<file path="src/rtl/seg7_pkg.sv">
// Shared constants for the seven-segment scanner: segment table, widths, digit limit.
// Segment vectors are ordered {g,f,e,d,c,b,a} and are active-low.
package seg7_pkg;
  localparam int MAX_DIGITS = 8;
  localparam int IDX_W      = $clog2(MAX_DIGITS);
  localparam int SEG_W      = 7;
  localparam logic [SEG_W-1:0] SEG_OFF = 7'h7F;

  localparam logic [SEG_W-1:0] HEX_SEG [16] = '{
    7'h40, 7'h79, 7'h24, 7'h30, 7'h19, 7'h12, 7'h02, 7'h78,
    7'h00, 7'h10, 7'h08, 7'h03, 7'h46, 7'h21, 7'h06, 7'h0E
  };
endpackage

</file>
<file path="src/rtl/seg7_decoder.sv">
// Combinational hex nibble to active-low seven-segment pattern.
module seg7_decoder
  import seg7_pkg::*;
(
  input  logic [3:0]       hex,
  output logic [SEG_W-1:0] seg_n
);
  assign seg_n = HEX_SEG[hex];
endmodule

</file>
<file path="src/rtl/seg7_scanner.sv">
// Multiplexed hex display scanner driven by a synchronized scan_clk strobe.
// Define SEG7_LZ_BLANK_EN to suppress leading-zero digits.
module seg7_scanner
  import seg7_pkg::*;
#(
  parameter int NUM_DIGITS   = 8,
  parameter int BLANK_CYCLES = 2
) (
  input  logic                    clk_in,
  input  logic                    rst_n,
  input  logic                    scan_clk,
  input  logic [4*NUM_DIGITS-1:0] data,
  input  logic                    data_valid,
  input  logic [NUM_DIGITS-1:0]   dp_mask,
  output logic [NUM_DIGITS-1:0]   an_n,
  output logic [SEG_W-1:0]        seg_n,
  output logic                    dp_n,
  output logic                    frame_done
);
  logic sync1_q, sync2_q, edge_q, tick, wrap;
  logic [IDX_W-1:0] idx_q, idx_nxt;
  logic [3:0]       blank_q, blank_nxt;
  logic [NUM_DIGITS-1:0][3:0] shadow_q, active_q, active_nxt;
  logic [NUM_DIGITS-1:0]      shadow_dp_q, active_dp_q, active_dp_nxt;
  logic [NUM_DIGITS-1:0]      an_nxt;
  logic [SEG_W-1:0]           dec_seg;
  logic                       lz_hide;

  assign tick = sync2_q & ~edge_q;
  assign wrap = tick && (idx_q == IDX_W'(NUM_DIGITS - 1));

  // Outputs are registered from next-state values so idx, segments and
  // anodes all move together in the cycle after the tick.
  always_comb begin
    idx_nxt       = idx_q;
    blank_nxt     = (blank_q != 4'd0) ? blank_q - 4'd1 : 4'd0;
    active_nxt    = active_q;
    active_dp_nxt = active_dp_q;
    if (tick) begin
      idx_nxt   = wrap ? '0 : idx_q + 1'b1;
      blank_nxt = 4'(BLANK_CYCLES);
    end
    if (wrap) begin
      active_nxt    = data_valid ? data    : shadow_q;
      active_dp_nxt = data_valid ? dp_mask : shadow_dp_q;
    end
  end

`ifdef SEG7_LZ_BLANK_EN
  // Hidden when every nibble from this digit upward is zero; digit 0 never hides.
  always_comb begin
    lz_hide = (idx_nxt != '0);
    for (int j = 0; j < NUM_DIGITS; j++)
      if (IDX_W'(j) >= idx_nxt && active_nxt[j] != 4'h0) lz_hide = 1'b0;
  end
`else
  assign lz_hide = 1'b0;
`endif

  always_comb begin
    an_nxt = '1;
    if (blank_nxt == 4'd0 && !lz_hide) an_nxt[idx_nxt] = 1'b0;
  end

  seg7_decoder u_dec (
    .hex   (active_nxt[idx_nxt]),
    .seg_n (dec_seg)
  );

  always_ff @(posedge clk_in or negedge rst_n) begin
    if (!rst_n) begin
      sync1_q     <= 1'b0;
      sync2_q     <= 1'b0;
      edge_q      <= 1'b0;
      idx_q       <= '0;
      blank_q     <= 4'd0;
      shadow_q    <= '0;
      shadow_dp_q <= '0;
      active_q    <= '0;
      active_dp_q <= '0;
      an_n        <= '1;
      seg_n       <= SEG_OFF;
      dp_n        <= 1'b1;
      frame_done  <= 1'b0;
    end else begin
      sync1_q     <= scan_clk;
      sync2_q     <= sync1_q;
      edge_q      <= sync2_q;
      idx_q       <= idx_nxt;
      blank_q     <= blank_nxt;
      active_q    <= active_nxt;
      active_dp_q <= active_dp_nxt;
      if (data_valid) begin
        shadow_q    <= data;
        shadow_dp_q <= dp_mask;
      end
      an_n       <= an_nxt;
      seg_n      <= dec_seg;
      dp_n       <= ~(active_dp_nxt[idx_nxt] & ~lz_hide);
      frame_done <= wrap;
    end
  end
endmodule

</file>
<file path="config.mk">
export PLATFORM = sky130hd
export DESIGN_NAME = seg7_scanner
export DESIGN_NICKNAME = d
export VERILOG_FILES = /design/src/rtl/seg7_pkg.sv /design/src/rtl/seg7_decoder.sv /design/src/rtl/seg7_scanner.sv
export SDC_FILE = /design/constraint.sdc
export NUM_CORES = 1
export LEC_CHECK = 0
export BUFFER_PORTS_ARGS = -buffer_cell sky130_fd_sc_hd__buf_2
export CAP_MARGIN = 20
export CORE_ASPECT_RATIO = 1.1
export CORE_MARGIN = 4
export CORE_UTILIZATION = 30
export CTS_BUF_LIST = sky130_fd_sc_hd__clkbuf_8
export DETAILED_ROUTE_END_ITERATION = 10
export PLACE_DENSITY_LB_ADDON = 0.08
export SYNTH_ARGS = -nofsm -noshare
export SYNTH_HDL_FRONTEND = slang
export SYNTH_SLANG_ARGS = --single-unit
</file>
<file path="constraint.sdc">
create_clock -name clk_in -period 3.2 [get_ports clk_in]
set_input_delay 0.32 -clock clk_in [delete_from_list [all_inputs] [get_ports clk_in]]
set_output_delay 0.32 -clock clk_in [all_outputs]
set_load 0.1 [all_outputs]
</file>
==> results by group <==
Outcome
  – Status: finished with violations
  – Failing checks: negative hold slack

Synth
  – Yosys cell types: 43
  – Seq/Total Area, Yosys: 58.4%
  – Mapped Cells: 357
  – Area contributors post-synth: dfrtp_1 (49%), mux2_2 (11%), dfstp_2 (9.1%), mux2i_1 (5.2%), nand2_1 (2.9%)
  – Post-synthesis mux area share: 21.3%
  – Post-synth ARST share: 100%
  – Main combinational cell family by area after synthesis: multiplexers
  – Top_reg_cell synth: dfrtp_1
  – Syn avg cell area: 12.9 um^2
  – Area of the mapped netlist: 4620 um^2
  – Synth Area in Compound Gates: 6.61%
  – Top cells by count, synth: dfrtp_1 (91), mux2_2 (47), nand2_1 (36), mux2i_1 (24), inv_1 (21)
  – Yosys top cell by area: dfrtp_1
  – Xor-xnor portion of the synthesized cell area: 0.190%
  – Synth top area share: 49.3%
  – Seq cells post-synth: 107
  – Post-Synth Adder-Cell Area: 2.17%
  – Yosys warnings: 0
  – Number of synthesized flops with an enable pin: 0
  – Post-synthesis simple-gate area fraction: 6.34%
  – Most common cell in the netlist: dfrtp_1
  – Syn Nets: 409

Place
  – Port bufs: 60
  – Dpl cell area: 5160 um^2
  – Dpl ws: 0.199 ns
  – Routability-driven placement congestion ratio: 0.728
  – Detailed Place HPWL: 6460 um

Pwr
  – Leak Pwr: 2.56 nW
  – Peak supply drop: 0.000381 V
  – Sw Ratio: 42.0%
  – Comb pwr share: 50.4%
  – Sequential share of power: 34.5%
  – NetSw: 2.36 mW
  – Clock network fraction of total power: 15.1%
  – Internal Power: 3.26 mW
  – Cell Pwr Density: 1050 nW/um^2

Clock network
  – Clock Tree Root: clkbuf_8
  – Clock transition at the registers of the reported paths: 0.10 ns
  – Hold Buf Count CTS: 0
  – CTS sink cnt: 107
  – Total setup buffers inserted after CTS: 0
  – CTS tree: done
  – TritonCTS Buffers: 9
  – Htree depth: 3
  – CTS max path bufs: 2
  – Clk_lat worst skew: 0.39 ns

Global routing
  – Initial antenna violation count: 0
  – M3 GR Usage: 2.97%
  – Gr busiest metal: met2
  – Largest net degree at the start of global routing: 108
  – Total Routing Usage GR: 11.4%
  – Global-route wire length before repair: 15400 um
  – Met2 Use GR: 17.5%
  – Grt ovf: 0
  – Vias in the first global route: 2981
  – Met1 usage: 15.0%

Cells and area
  – Final layout net count: 478
  – Share of cells above drive strength 1: 39.7%
  – Final Instance Area: 5370 um^2
  – Synthesis-to-layout area growth: 16.1%
  – # diodes: 0

STA
  – Worst Clk Skew: 0.0156 ns
  – Hold WS: -0.00519 ns
  – Tmin final: 2.96 ns
  – Setup violators final: 0
  – Share of the clock period used by the worst path: 92.4%
  – Sum of negative setup slack: 0 ns
  – Fmax: 338 MHz
  – Final setup slack of the worst path: 0.244 ns
  – Fin. Hold Viols: 2
  – Unrepaired setup endpoints after global routing: false
  – Max Slew Vio Count: 0
  – Worst-margin pin slew: 0.569 ns
  – Relative slew slack: 62.1%

Critical path
  – Critical path class: flop to flop
  – CP max-delay cell: dfrtp_1
  – Crit-path max FO: 16
  – Crit. Startpoint: idx_q[1]
  – Startpoint types: flop
  – Most frequent CP cell: ha_1
  – Reg2reg start: idx_q[1]
  – Arrival time at the worst endpoint: 3.26 ns
  – Reg2Reg Capture Point: seg_n[0]
  – Setup slack, reg-to-reg: 0.24 ns
  – CP delay by family, top: multiplexers
  – Kind of end point of the critical path: flop
  – Worst path required time: 3.50 ns
  – CP bufs+invs: 3
  – CP cell instances: ha_1 -> ha_1 -> nand3b_1 -> inv_4 -> mux2_2 -> mux2_2 -> o22ai_1 -> or2_0 -> buf_4 -> inv_1 -> ha_1 -> nor3b_1 -> a211oi_2
  – Largest stage delay, worst path: 0.40 ns
  – Reg2Reg Depth: 13

Floorplanning
  – DIE AREA: 17500 um^2
  – Number of top-level pins: 61
  – Die X: 126 um
  – Initial core utilization: 30.7%
  – Core area: 15100 um^2
  – Row cnt: 47
  – Die Ht: 138 um

Hold path
  – Worst hold path class: input port to asynchronous set/reset pin

Detailed routing
  – DRC Markers: 0
  – DR iter-0 viols: 111
  – Post-Route WL: 9330 um
  – Vias/cell: 4.39
  – Via Count: 2750
  – Drt first pass iters: 4
  – Routed Antenna Nets: 0
  – Avg WL per Cell: 14.9 um

Run
  – Maxcap violations: 0
[registers in the layout (all words and copies together) (netlist names)]
| name | flops |
|---|---|
| edge_q | 1 |
| sync1_q | 1 |
| dp_n | 1 |
| blank_q | 4 |
| idx_q | 3 |
| shadow_dp_q | 8 |
| active_dp_q | 8 |
| sync2_q | 1 |
| shadow_q | 32 |
| frame_done | 1 |
| seg_n | 7 |
| an_n | 8 |
| active_q | 32 |
[per-stage QoR]
stage	utilization, %	std cells	total power [mW]	hold slack (ns)
after CTS	35.6	627	5.73	0.00294
after global routing	35.6	627	6.06	0.00154
after global placement	34.3	611	4.83	0.341
final	35.6	627	5.61	-0.00519
after floorplan	-	357	4.29	0.0244
after detailed placement	34.3	611	4.85	0.336
[layout make-up]
cell class / count / area [um^2]
Clock buffer: 10 / 138
Clock inverter: 6 / 56.3
Fill cell: 1577 / 9690
Inverter: 25 / 96.3
Multi-Input combinational cell: 207 / 1690
Sequential cell: 107 / 2700
Tap cell: 196 / 245
Timing Repair Buffer: 76 / 439
[layer usage]
metal,vias to the layer above,routed length [um]
met5,-,0
met4,0,211
met3,12,314
met2,47,4360
met1,1336,4440
li1,1355,-
[worst max-delay path by stage]
stage | end | cells past startpoint
after global routing | seg_n[4] | 14
after floorplan | seg_n[0] | 14
after global placement | seg_n[4] | 12
after CTS | seg_n[0] | 13
after detailed placement | seg_n[0] | 13
final | seg_n[0] | 13
[layout by cell type (no fill, tap or decap), types with 8 or more instances in the layout]
cell       n
buf_2     59
buf_4     15
mux2i_1   24
nand2_1   36
inv_1     23
dfstp_2   16
ha_1       8
nor2_1    11
clkbuf_8  10
a21oi_1   10
o21ai_0   12
mux2_2    47
dfrtp_1   91
[power groups by stage]
| stage | clock network [mW] | registers [mW] | logic (mW) |
|---|---|---|---|
| after floorplan | 0 | 2.51 | 1.78 |
| after global placement | 0 | 1.97 | 2.87 |
| after detailed placement | 0 | 1.98 | 2.88 |
| after CTS | 0.890 | 1.95 | 2.89 |
| after global routing | 0.945 | 1.99 | 3.12 |
| final | 0.846 | 1.94 | 2.83 |
[cell families after synthesis]
family	Yosys count
DFF	107
muxes	86
and+or+nand+nor	66
AOI/OAI and AO/OA	46
buffers and inverters	43
adders and majority gates	8
xor gates and xnor gates	1
[timing repair]
action	in CTS	in global routing
setup endpoints to repair	0	3
gates resized for setup	0	3
hold endpoints to repair	0	0
(Power assumes the default switching activity.)
